## src/rtl/parallel_to_sd_serializer_pkg.sv

```systemverilog
// Shared signed-digit encodings, frame layout and FSM state type for the
// parallel-to-signed-digit serializer.
package parallel_to_sd_serializer_pkg;

    localparam logic [1:0] SD_ZERO = 2'b00;
    localparam logic [1:0] SD_POS  = 2'b01;
    localparam logic [1:0] SD_NEG  = 2'b11;

    localparam int SD_FRAME_W  = 3;
    localparam int SD_LAST_BIT = 2;
    localparam int SD_IDX_W    = 6;

    typedef enum logic {
        IDLE   = 1'b0,
        STREAM = 1'b1
    } sd_state_e;

    // The MSD of a two's-complement fraction carries weight -1, all others +2^-k.
    function automatic logic [1:0] sd_encode(input logic is_msd, input logic bit_val);
        if (!bit_val) begin
            return SD_ZERO;
        end
        return is_msd ? SD_NEG : SD_POS;
    endfunction

endpackage

```

## src/rtl/parallel_to_sd_serializer_buffer.sv

```systemverilog
// One-entry word holding buffer: write fills it, read empties it, data held while full.
// Latency 1 from write to full; the producer must not write while full.
module sd_word_buffer #(
    parameter int WIDTH = 32
) (
    input  logic             clk,
    input  logic             rstn,
    input  logic             wr_en,
    input  logic [WIDTH-1:0] wr_data,
    input  logic             rd_en,
    output logic [WIDTH-1:0] rd_data,
    output logic             full
);

    logic [WIDTH-1:0] data_q;
    logic             full_q;

    always_ff @(posedge clk) begin
        if (!rstn) begin
            data_q <= '0;
            full_q <= 1'b0;
        end else if (wr_en) begin
            data_q <= wr_data;
            full_q <= 1'b1;
        end else if (rd_en) begin
            full_q <= 1'b0;
        end
    end

    assign rd_data = data_q;
    assign full    = full_q;

endmodule

```

## src/rtl/parallel_to_sd_serializer.sv

```systemverilog
// Serializes two's-complement fraction words into signed digits, MSD first; first digit 1 cycle after accept.
// Valid/ready on both sides; one extra word is buffered so back-to-back words stream without a bubble.
module parallel_to_sd_serializer
    import parallel_to_sd_serializer_pkg::*;
#(
    parameter int DATA_WIDTH = 32
) (
    input  logic                  i_clk,
    input  logic                  i_rstn,
    input  logic [DATA_WIDTH-1:0] i_data,
    input  logic                  i_valid,
    output logic                  o_ready,
    output logic [SD_FRAME_W-1:0] o_digit,
    output logic                  o_valid,
    input  logic                  i_ready,
    output logic                  o_busy,
    output logic [SD_IDX_W-1:0]   o_digit_idx
);

    localparam logic [SD_IDX_W-1:0] LAST_IDX = SD_IDX_W'(DATA_WIDTH - 1);

    sd_state_e             state_q;
    sd_state_e             state_d;
    logic [DATA_WIDTH-1:0] shift_q;
    logic [SD_IDX_W-1:0]   idx_q;

    logic                  buf_full;
    logic [DATA_WIDTH-1:0] buf_data;

    logic in_xfer;
    logic out_xfer;
    logic last_digit;
    logic last_xfer;

    logic load_in;
    logic load_buf;
    logic shift_en;
    logic drain;
    logic buf_wr;
    logic buf_rd;
    logic [1:0] sd;

    assign o_ready    = ~buf_full;
    assign o_valid    = (state_q == STREAM);
    assign in_xfer    = i_valid & o_ready;
    assign out_xfer   = o_valid & i_ready;
    assign last_digit = (idx_q == LAST_IDX);
    assign last_xfer  = out_xfer & last_digit;

    sd_word_buffer #(
        .WIDTH (DATA_WIDTH)
    ) u_buffer (
        .clk     (i_clk),
        .rstn    (i_rstn),
        .wr_en   (buf_wr),
        .wr_data (i_data),
        .rd_en   (buf_rd),
        .rd_data (buf_data),
        .full    (buf_full)
    );

    always_ff @(posedge i_clk) begin
        if (!i_rstn) begin
            state_q <= IDLE;
        end else begin
            state_q <= state_d;
        end
    end

    always_comb begin
        state_d  = state_q;
        load_in  = 1'b0;
        load_buf = 1'b0;
        shift_en = 1'b0;
        drain    = 1'b0;
        buf_wr   = 1'b0;
        buf_rd   = 1'b0;
        case (state_q)
            IDLE: begin
                if (in_xfer) begin
                    load_in = 1'b1;
                    state_d = STREAM;
                end
            end
            STREAM: begin
                if (last_xfer) begin
                    // A buffered word wins; o_ready is low then, so no input can collide.
                    if (buf_full) begin
                        load_buf = 1'b1;
                        buf_rd   = 1'b1;
                    end else if (in_xfer) begin
                        load_in = 1'b1;
                    end else begin
                        drain   = 1'b1;
                        state_d = IDLE;
                    end
                end else begin
                    shift_en = out_xfer;
                    buf_wr   = in_xfer;
                end
            end
            default: begin
                state_d = IDLE;
            end
        endcase
    end

    always_ff @(posedge i_clk) begin
        if (!i_rstn) begin
            shift_q <= '0;
            idx_q   <= '0;
        end else if (load_in) begin
            shift_q <= i_data;
            idx_q   <= '0;
        end else if (load_buf) begin
            shift_q <= buf_data;
            idx_q   <= '0;
        end else if (shift_en) begin
            shift_q <= {shift_q[DATA_WIDTH-2:0], 1'b0};
            idx_q   <= idx_q + 1'b1;
        end else if (drain) begin
            shift_q <= '0;
            idx_q   <= '0;
        end
    end

    assign sd = sd_encode(idx_q == '0, shift_q[DATA_WIDTH-1]);

    always_comb begin
        o_digit = '0;
        if (o_valid) begin
            o_digit[SD_LAST_BIT] = last_digit;
            o_digit[1:0]         = sd;
        end
    end

    assign o_digit_idx = idx_q;
    assign o_busy      = o_valid | buf_full;

endmodule

```

## config.mk

```make
export PLATFORM = sky130hd
export DESIGN_NAME = parallel_to_sd_serializer
export DESIGN_NICKNAME = d
export VERILOG_FILES = /design/src/rtl/parallel_to_sd_serializer_pkg.sv /design/src/rtl/parallel_to_sd_serializer_buffer.sv /design/src/rtl/parallel_to_sd_serializer.sv
export SDC_FILE = /design/constraint.sdc
export NUM_CORES = 1
export LEC_CHECK = 0
export ABC_AREA = 1
export ABC_CLOCK_PERIOD_IN_PS = 1700
export CAP_MARGIN = 20
export CORE_MARGIN = 4
export CORE_UTILIZATION = 40
export CTS_BUF_LIST = sky130_fd_sc_hd__clkbuf_4
export DETAILED_ROUTE_END_ITERATION = 6
export DONT_BUFFER_PORTS = 1
export GPL_ROUTABILITY_DRIVEN = 1
export PLACE_DENSITY_LB_ADDON = 0.25
export SLEW_MARGIN = 40
export SYNTH_ARGS = -nofsm -noshare
export SYNTH_HDL_FRONTEND = slang
export SYNTH_SLANG_ARGS = --single-unit
```

## constraint.sdc

```tcl
create_clock -name i_clk -period 1.7 [get_ports i_clk]
set_input_delay 0.255 -clock i_clk [delete_from_list [all_inputs] [get_ports i_clk]]
set_output_delay 0.255 -clock i_clk [all_outputs]
set_load 0.02 [all_outputs]
```

# After elaboration in Yosys (flattened, before gate mapping)
# Cells that the tools add are included.
[op_classes]
n_eq_ne = 1
mux = 29
addsub = 1
n_bitwise = 7
reduce_logical = 5
[ops]
columns = ["cell", "n"]
rows = [
  ["$mux 32", 4],
  ["$mux 1", 18],
  ["$mux 6", 2],
  ["$add 6x1->6 const B", 1],
  ["$eq 6x5->1 const B", 1],
  ["$logic_not 6->1", 1],
  ["$mux 2", 2],
  ["$pmux 1 s2", 2],
  ["$reduce_bool 2->1", 2],
  ["$reduce_bool 4->1", 1],
  ["$and 1x1->1", 3],
  ["$mux 3", 1],
  ["$not 1->1", 3],
  ["$reduce_or 3->1", 1],
  ["$or 1x1->1", 1],
]
[word_totals]
wordCells = 48
in_bits = 36
ff_bits = 72

# Longest topological paths before layout
# Gate-level depths: netlist (run 1).
[logic_depth]
word_depth = 10
depth_mapped = 11
depth_no_buf = 10

# Modules after synthesis
# A second synthesis (run 1) with hierarchy kept.
[hier_totals]
hier_cells = 639
area_unflattened_um2 = 4162.7
[modules_own_cells]
columns = ["module", "area_per_inst_um2", "cells_each", "n_inst", "seq_area_each_um2"]
rows = [
  ["parallel_to_sd_serializer", 3006.6, 496, 1, 780.7],
  ["sd_word_buffer", 1156.1, 143, 1, 660.6],
]

# Worst setup path after synthesis (run 1)
# No wires, ideal clock.
[synth_path]
path_type = "register -> register"
start = "register idx_q[1], in the netlist o_digit_idx[1]"
end = "register shift_q[10]"
arrival_ns = 1.616
setup_slack_ns = -0.049
setup_time_ns = 0.132
period_less_slack_ns = 1.749
stages_incl_launch_ff = 11
cell_sequence = "dfxtp_1 -> ha_1 -> nand2_1 -> nor2_1 -> nand3_2 -> nand2_2 -> nand2_2 -> buf_6 -> buf_2 -> nand3_1 -> a21oi_1"
[synth_between]
elab_chain_len = 7
word_cells_on_any_way = 14
[synth_rtl]
columns = ["element", "line_no", "text"]
rows = [
  ["start, declared", "parallel_to_sd_serializer.sv:25", "logic [SD_IDX_W-1:0] idx_q;"],
  ["start signal, assigned", "parallel_to_sd_serializer.sv:120", "idx_q <= idx_q + 1'b1;"],
  ["$eq 6x5->1 *", "parallel_to_sd_serializer.sv:47", "assign last_digit = (idx_q == LAST_IDX);"],
  ["$and 1x1->1 *", "parallel_to_sd_serializer.sv:48", "assign last_xfer = out_xfer & last_digit;"],
  ["$mux 1", "parallel_to_sd_serializer.sv:86", "if (last_xfer) begin"],
  ["$mux 1", "parallel_to_sd_serializer.sv:78", "case (state_q)"],
  ["$mux 32", "parallel_to_sd_serializer.sv:118", "end else if (shift_en) begin"],
  ["$mux 32", "parallel_to_sd_serializer.sv:115", "end else if (load_buf) begin"],
  ["$mux 32", "parallel_to_sd_serializer.sv:112", "end else if (load_in) begin"],
  ["end signal, assigned", "parallel_to_sd_serializer.sv:113", "shift_q <= i_data;"],
  ["end signal, assigned", "parallel_to_sd_serializer.sv:116", "shift_q <= buf_data;"],
  ["end signal, assigned", "parallel_to_sd_serializer.sv:119", "shift_q <= {shift_q[DATA_WIDTH-2:0], 1'b0};"],
  ["end, declared", "parallel_to_sd_serializer.sv:24", "logic [DATA_WIDTH-1:0] shift_q;"],
]
# Every way passes the cells marked *; elsewhere a longest branch is shown, timed or not.
# A chain may end at the register's enable or synchronous reset.

# Final worst setup path (run 1)
[layout_path]
start = "register idx_q[0], in the netlist o_digit_idx[0]"
end = "output port o_digit[1]"
[layout_between]
elab_chain_len = 4
[layout_rtl]
columns = ["element", "line_no", "text"]
rows = [
  ["$logic_not 6->1", "parallel_to_sd_serializer.sv:127", "assign sd = sd_encode(idx_q == '0, shift_q[DATA_WIDTH-1]);"],
  ["$mux 2 (2 in a row)", "parallel_to_sd_serializer_pkg.sv:23", "return is_msd ? SD_NEG : SD_POS;"],
  ["$mux 3", "parallel_to_sd_serializer.sv:131", "if (o_valid) begin"],
  ["end, declared", "parallel_to_sd_serializer.sv:13", "output logic [SD_FRAME_W-1:0] o_digit,"],
]
# No other way between the ends.

==> summary.txt, run 1 <==
Timing
  • Time the worst path needs with I/O delays and setup: 1.78 ns
  • Skew final: 0.0155 ns
  • Achievable frequency: 562 MHz
  • Sum Neg Setup Slack: -0.460 ns
  • Worst setup margin: -0.0787 ns
  • Final-report setup violation count: 29
  • Slew @ Worst Pin: 0.989 ns
  • Slew headroom: 34.1%
  • Fin Hold WS: -0.00854 ns
  • RSZ-0062 raised after global routing: yes
  • Endpoints failing hold: 1
  • Final slew viol count: 0
  • Final worst-path cycle share: 105%

Power and ir drop
  • Reg power frac: 50.1%
  • Internal power component: 2540 uW
  • Clock share of power: 26.1%
  • Worst VDD drop: 0.000511 V
  • Leakage power: 0.00222 uW
  • Net Sw Frac: 31.7%
  • P per Cell Area: 715 nW/um^2
  • NetSw: 1180 uW
  • Logic gate share of total power: 23.8%

Final layout
  • Layout cells sized above 1: 27.0%
  • Area growth syn-to-layout: 46.1%
  • Util after Layout: 59.8%
  • Commonest cells after routing, fill and taps aside: nand2_1, inv_1, dfxtp_1, nor2_1, a21oi_1
  • Final #Nets: 633
  • Final Cell Area: 5210 sq um
  • Commonest non-fill, non-tap cell in the layout: nand2_1
  • Diodes inserted: 0

Clocking
  • H-tree depth: 3
  • Longest Clk Path Bufs: 2
  • Clk_lat worst skew: 0.44 ns
  • CTS tree: built
  • Clk slew on worst S/H paths: 0.11 ns
  • CTS root buffer: clkbuf_4
  • Num CTS Buffers: 9
  • CTS sink count: 72

Placement
  • Final RePlAce weighted congestion: 0.844
  • DP Wirelength: 5510 microns
  • Buffers on Ports: 0
  • Worst Setup Slack post-DPL: -0.163 ns
  • Area after DPL: 3790 sq um

Logic synthesis
  • Synthesized area: 3570 sq um
  • XOR/XNOR share of the synthesized area: 0%
  • Simple-Gate Fraction of Synth Area: 30.3%
  • Synth warnings: 0
  • Dominant cells by area after synthesis: dfxtp_1, a21oi_1, nand2_1
  • Yosys cell types: 25
  • Post-synthesis mux area share: 0%
  • Adder-cell area share of the yosys netlist: 0.701%
  • FF+latch count, synth: 72
  • Compound-Gate Fraction of Synth Area: 15.3%
  • Largest area contributor in the netlist: dfxtp_1
  • Syn Area/Cell: 6.71 sq um
  • Area share of the largest cell type after synthesis: 40.4%
  • Register area share after synthesis: 40.4%
  • Mapped Nets: 570
  • Largest family of logic cells by synthesized area: simple AND/OR/NAND/NOR gates
  • Syn Inst Count: 532

Floorplanning
  • Die area: 10500 sq um
  • CORE AREA: 8720 sq um
  • Initial Utilization: 40.9%
  • Num rows: 34
  • Chip width: 102 microns
  • IO Count: 48
  • Die height: 102 microns

Critical path
  • R2R setup slack: -0.03 ns
  • Kind of critical path: register to output pin
  • Worst Path Required: 1.44 ns
  • Crit start category: register
  • FF-to-FF End: shift_q[24]
  • Reg2reg path depth: 10
  • Worst r2r src: o_digit_idx[0]
  • Worst Path Arrival: 1.52 ns
  • Crit. End Element: output pin
  • Maximum fanout along the worst path: 4

Run status
  • Status: finished, violations left
  • Failing checks: hold timing, setup timing

Global routing
  • Global route total overflow: 0
  • First-pass GRT wire length: 15000 microns
  • Largest net degree at the start of global routing: 37
  • Vias in the first global route: 3164
  • Total GRT Usage: 18.1%
  • Initial antenna violation count: 0

Detailed routing
  • DRC: 0
  • Final Routed Wirelength: 11900 microns
  • Drt wl/cell: 16.8 microns
  • Via density: 5.29
  • Wl on met1: 5020 microns
  • Max Used Layer: met4
  • Met2 WL: 5940 microns
  • First DRT Iteration DRCs: 220
  • Drt first pass iters: 4
  • Via Count: 3746
  • Routed Antenna Nets: 0
  • DR WL met3: 654 microns

Min path
  • Worst hold path stage count: 2
  • Worst hold endpoint: u_buffer.rd_data[30]
  • Worst hold-check path type: input port to register
  • Hold wc startpoint: i_data[30]

Flow run
  • Max_cap viols: 0
## cell usage after synthesis
master / n
nor2_4: 1
nand2_1: 77
nor3_1: 1
nand3_1: 44
nor4_1: 1
nor2_1: 75
nand4_1: 31
o211ai_1: 1
o21ai_0: 33
ha_1: 2
nand3_2: 2
o21ai_4: 1
a21oi_1: 70
clkbuf_1: 14
nor2_2: 2
buf_4: 3
buf_1: 1
inv_4: 1
a21o_1: 1
inv_1: 75
nand3b_1: 2
buf_6: 3
nand2_2: 4
buf_2: 15
dfxtp_1: 72
## how the worst max path moves through the flow
| stage | from | end | slack (ns) | cells past startpoint |
|---|---|---|---|---|
| 2_1_floorplan | o_digit_idx[1] | shift_q[10] | 0.06 | 10 |
| 3_3_place_gp | o_digit_idx[0] | shift_q[14] | -0.12 | 8 |
| 3_5_place_dp | o_digit_idx[0] | shift_q[16] | -0.16 | 8 |
| 4_1_cts | o_digit_idx[1] | o_digit[1] | -0.18 | 6 |
| 5_1_grt | o_digit_idx[1] | o_digit[1] | -0.19 | 6 |
| 6_report | o_digit_idx[0] | o_digit[1] | -0.08 | 6 |
## metrics by stage
step | total power [uW] | cells
3_3_place_gp | 2370 | 631
4_1_cts | 3390 | 665
5_1_grt | 3910 | 708
6_report | 3730 | 708
3_5_place_dp | 2380 | 631
2_1_floorplan | 2260 | 532
## power groups by stage
stage,sequential (uW),combinational (uW),clock [uW]
after global routing,1880,950,1080
after CTS,1860,553,980
after global placement,1900,470,0
final,1870,886,973
after detailed placement,1900,480,0
after floorplan,1890,372,0
## area by class of cell
cell class / count / area (sq um)
well taps: 108 / 135
multi-input cells: 350 / 2060
clock inverters: 4 / 21.3
flip-flops and latches: 72 / 1450
fillers: 766 / 3510
inverters: 76 / 293
clock buffers: 12 / 90.1
repair buffers: 86 / 1160
## metal layers
layer / GRT usage, % / vias to the layer above
met3: 5.46 / 19
met2: 30.7 / 109
met4: 4.64 / 0
met5: 0 / -
met1: 22.3 / 1758
li1: - / 1860
## cell families after synthesis
family / count (synthesis)
compound gates: 106
fa+ha+maj: 2
buf+inv: 112
flops: 72
simple gates: 240
## registers in the layout, summed over array words and instances, names as in the netlist
register	flops
u_buffer.rd_data	32
o_digit_idx	6
shift_q	32
o_valid	1
u_buffer.full	1
## what timing repair did
item,4_1_cts,5_1_grt
buffers inserted,4,9
hold endpoints to repair,33,21
cloned,1,19
resized for setup,15,132
hold buffers,13,17
setup endpoints to repair,34,73
pin swaps,4,27
## critical path: stages (launching register included)
cell     delay, ns
dfxtp_2       0.36
buf_6         0.14
inv_4         0.06
ha_4          0.12
nand3_2       0.09
nor4_2        0.15
buf_4         0.18
No activity file was read; power rests on OpenSTA's default activity.
==> run 2, diff against run 1 <==
- TNS_END_PERCENT: default -> 10
==> summary.txt, run 2 (synthesis results as in run 1) <==
Run status
  • Status: finished, violations left
  • Failing checks: setup timing

Placement
  • DP Wirelength: 5510 microns (unchanged)
  • Buffers on Ports: 0 (unchanged)
  • Worst Setup Slack post-DPL: -0.163 ns (unchanged)
  • Final RePlAce weighted congestion: 0.844 (unchanged)

Final layout
  • Area growth syn-to-layout: 26.2%
  • Layout cells sized above 1: 15.8% (-11 points)
  • Util after Layout: 51.6% (-8.1 points)
  • Multi-input logic area: 1810 sq um (-12%)
  • Commonest cells after routing, fill and taps aside: nand2_1, inv_1, a21oi_1, nor2_1, dfxtp_1
  • FF/Latch Area: 1450 sq um (unchanged)
  • Diodes inserted: 0 (unchanged)
  • Final #Nets: 603 (-4.7%)
  • Fillers: 859 (+12%)
  • Commonest non-fill, non-tap cell in the layout: nand2_1

Timing
  • Time the worst path needs with I/O delays and setup: 1.76 ns (-0.0224 ns)
  • Final-report setup violation count: 2 (-93%)
  • Final slew viol count: 0 (unchanged)
  • Endpoints failing hold: 0 (-1)
  • RSZ-0062 raised after global routing: yes
  • Fin Hold WS: 0.000874 ns (+0.00941 ns)
  • Sum Neg Setup Slack: -0.107 ns (+0.354 ns)
  • Final worst-path cycle share: 103% (-1.3 points)
  • Slew headroom: 57.4% (+23 points)
  • Slew @ Worst Pin: 0.639 ns (-0.350 ns)
  • Worst setup margin: -0.0563 ns (+0.0224 ns)
  • Skew final: 0.00792 ns (-0.00763 ns)
  • Achievable frequency: 569 MHz (+1.3%)

Critical path
  • Kind of critical path: register to output pin
  • Crit. End Element: output pin
  • CP peak stage delay: 0.36 ns (about the same)
  • Maximum fanout along the worst path: 4 (unchanged)
  • Worst Path Arrival: 1.50 ns (-0.02 ns)
  • Worst Path Required: 1.44 ns (about the same)
  • Crit start category: register
  • Critical-path top delay cell: dfxtp_2
  • Worst path cell trace: buf_6 -> inv_4 -> ha_4 -> nand3_2 -> nor4_2 -> buf_4

Clocking
  • Longest Clk Path Bufs: 2 (unchanged)
  • Clk_lat worst skew: 0.42 ns (-0.02 ns)
  • H-tree depth: 3 (unchanged)
  • Clk slew on worst S/H paths: 0.11 ns (about the same)
  • CTS root buffer: clkbuf_4
  • CTS sink count: 72 (unchanged)
  • Num CTS Buffers: 9 (unchanged)
  • CTS tree: built

Floorplanning
  • Num rows: 34 (unchanged)
  • CORE AREA: 8720 sq um (unchanged)
  • Initial Utilization: 40.9% (unchanged)
  • IO Count: 48 (unchanged)
  • Chip width: 102 microns (unchanged)
  • Die height: 102 microns (unchanged)
  • Die area: 10500 sq um (unchanged)

Detailed routing
  • Via density: 5.08 (-4.0%)
  • Via Count: 3443 (-8.1%)
  • First DRT Iteration DRCs: 119 (-46%)
  • DRC: 0 (unchanged)
  • Final Routed Wirelength: 9840 microns (-17%)
  • Drt first pass iters: 4 (unchanged)
  • Drt wl/cell: 14.5 microns (-14%)
  • Routed Antenna Nets: 0 (unchanged)

Flow run
  • Max_cap viols: 0 (unchanged)

Power and ir drop
  • P per Cell Area: 770 nW/um^2 (+7.8%)
  • Logic gate share of total power: 19.3% (-4.5 points)
  • Internal power component: 2430 uW (-4.6%)
  • Clock share of power: 27.0% (+0.9 points)
  • Worst VDD drop: 0.000502 V (-1.8%)
  • Reg power frac: 53.7% (+3.6 points)
  • Leakage power: 0.00196 uW (-12%)
  • Total power: 3470 uW (-6.9%)
  • NetSw: 1040 uW (-12%)
  • Net Sw Frac: 30.0% (-1.7 points)

Min path
  • Worst hold-check path type: input port to register

Global routing
  • Largest net degree at the start of global routing: 37 (unchanged)
  • Total GRT Usage: 18.0% (-0.071 points)
  • Global route total overflow: 0 (unchanged)
  • Initial antenna violation count: 0 (unchanged)
  • First-pass GRT wire length: 14900 microns (-0.37%)
  • Vias in the first global route: 3166 (+0.063%)
-- run 2: cell types whose count changed in the layout (fill, tap and decap cells not counted), sizes merged --
cell         change
buf             -11
dlygate4sd3     -11
nand2            -1
clkbuf           -7
-- run 2: path summary, 6_finish.rpt --
path | depth (start not counted) | startpoint | slack (ns) | to
setup / recovery | 6 | o_digit_idx[0] | -0.06 | o_digit[1]
hold / removal | 2 | i_data[30] | 0.0009 | u_buffer.rd_data[30]
setup reg to reg | 9 | o_digit_idx[0] | 0.02 | u_buffer.full
hold reg to reg | 2 | u_buffer.rd_data[4] | 0.45 | u_buffer.rd_data[4]
-- run 2: what timing repair did --
action,4_1_cts,5_1_grt
hold buffers,13,6
resized for setup,16,63
hold endpoints to repair,33,6
buffers inserted,2,2
setup endpoints to repair,34,73
cloned,1,7
pin swaps,4,7
-- run 2: critical path, delay by kind of cell, from the launching register on --
kind,cells,cell delay [ns]
adders and majority gates,1,0.12
DFF,1,0.36
and+or+nand+nor,2,0.22
buffers and inverters,3,0.38
-- run 2: power by group through the flow --
| stage | clock network (uW) | logic, uW | registers (uW) |
|---|---|---|---|
| floorplan | 0 | 372 | 1890 |
| global placement | 0 | 470 | 1900 |
| detailed placement | 0 | 480 | 1900 |
| CTS | 980 | 542 | 1860 |
| global route | 1060 | 738 | 1880 |
| finish | 938 | 670 | 1860 |
-- run 2: through the flow --
stage	instance area (sq um)	cells
floorplan	3570	532
global placement	3790	631
detailed placement	3790	631
CTS	4120	663
global route	4500	678
finish	4500	678
-- run 2: final cells by class --
type | instances | area share [%]
clock buffers | 12 | 2.00
clock inverters | 4 | 0.472
inverters | 76 | 6.50
multi-input cells | 349 | 40.2
flip-flops and latches | 72 | 32.1
well taps | 108 | 3.00
repair buffers | 57 | 15.7
-- run 2: per-layer routing --
metal  share of wire (%)  global-route usage, %  vias to the layer above
met2                  48                   30.7                       86
li1                    -                      -                     1792
met3                 5.7                   5.46                       12
met1                  45                   22.1                     1553
met5                   0                      0                        -
met4                 1.3                   4.64                        0
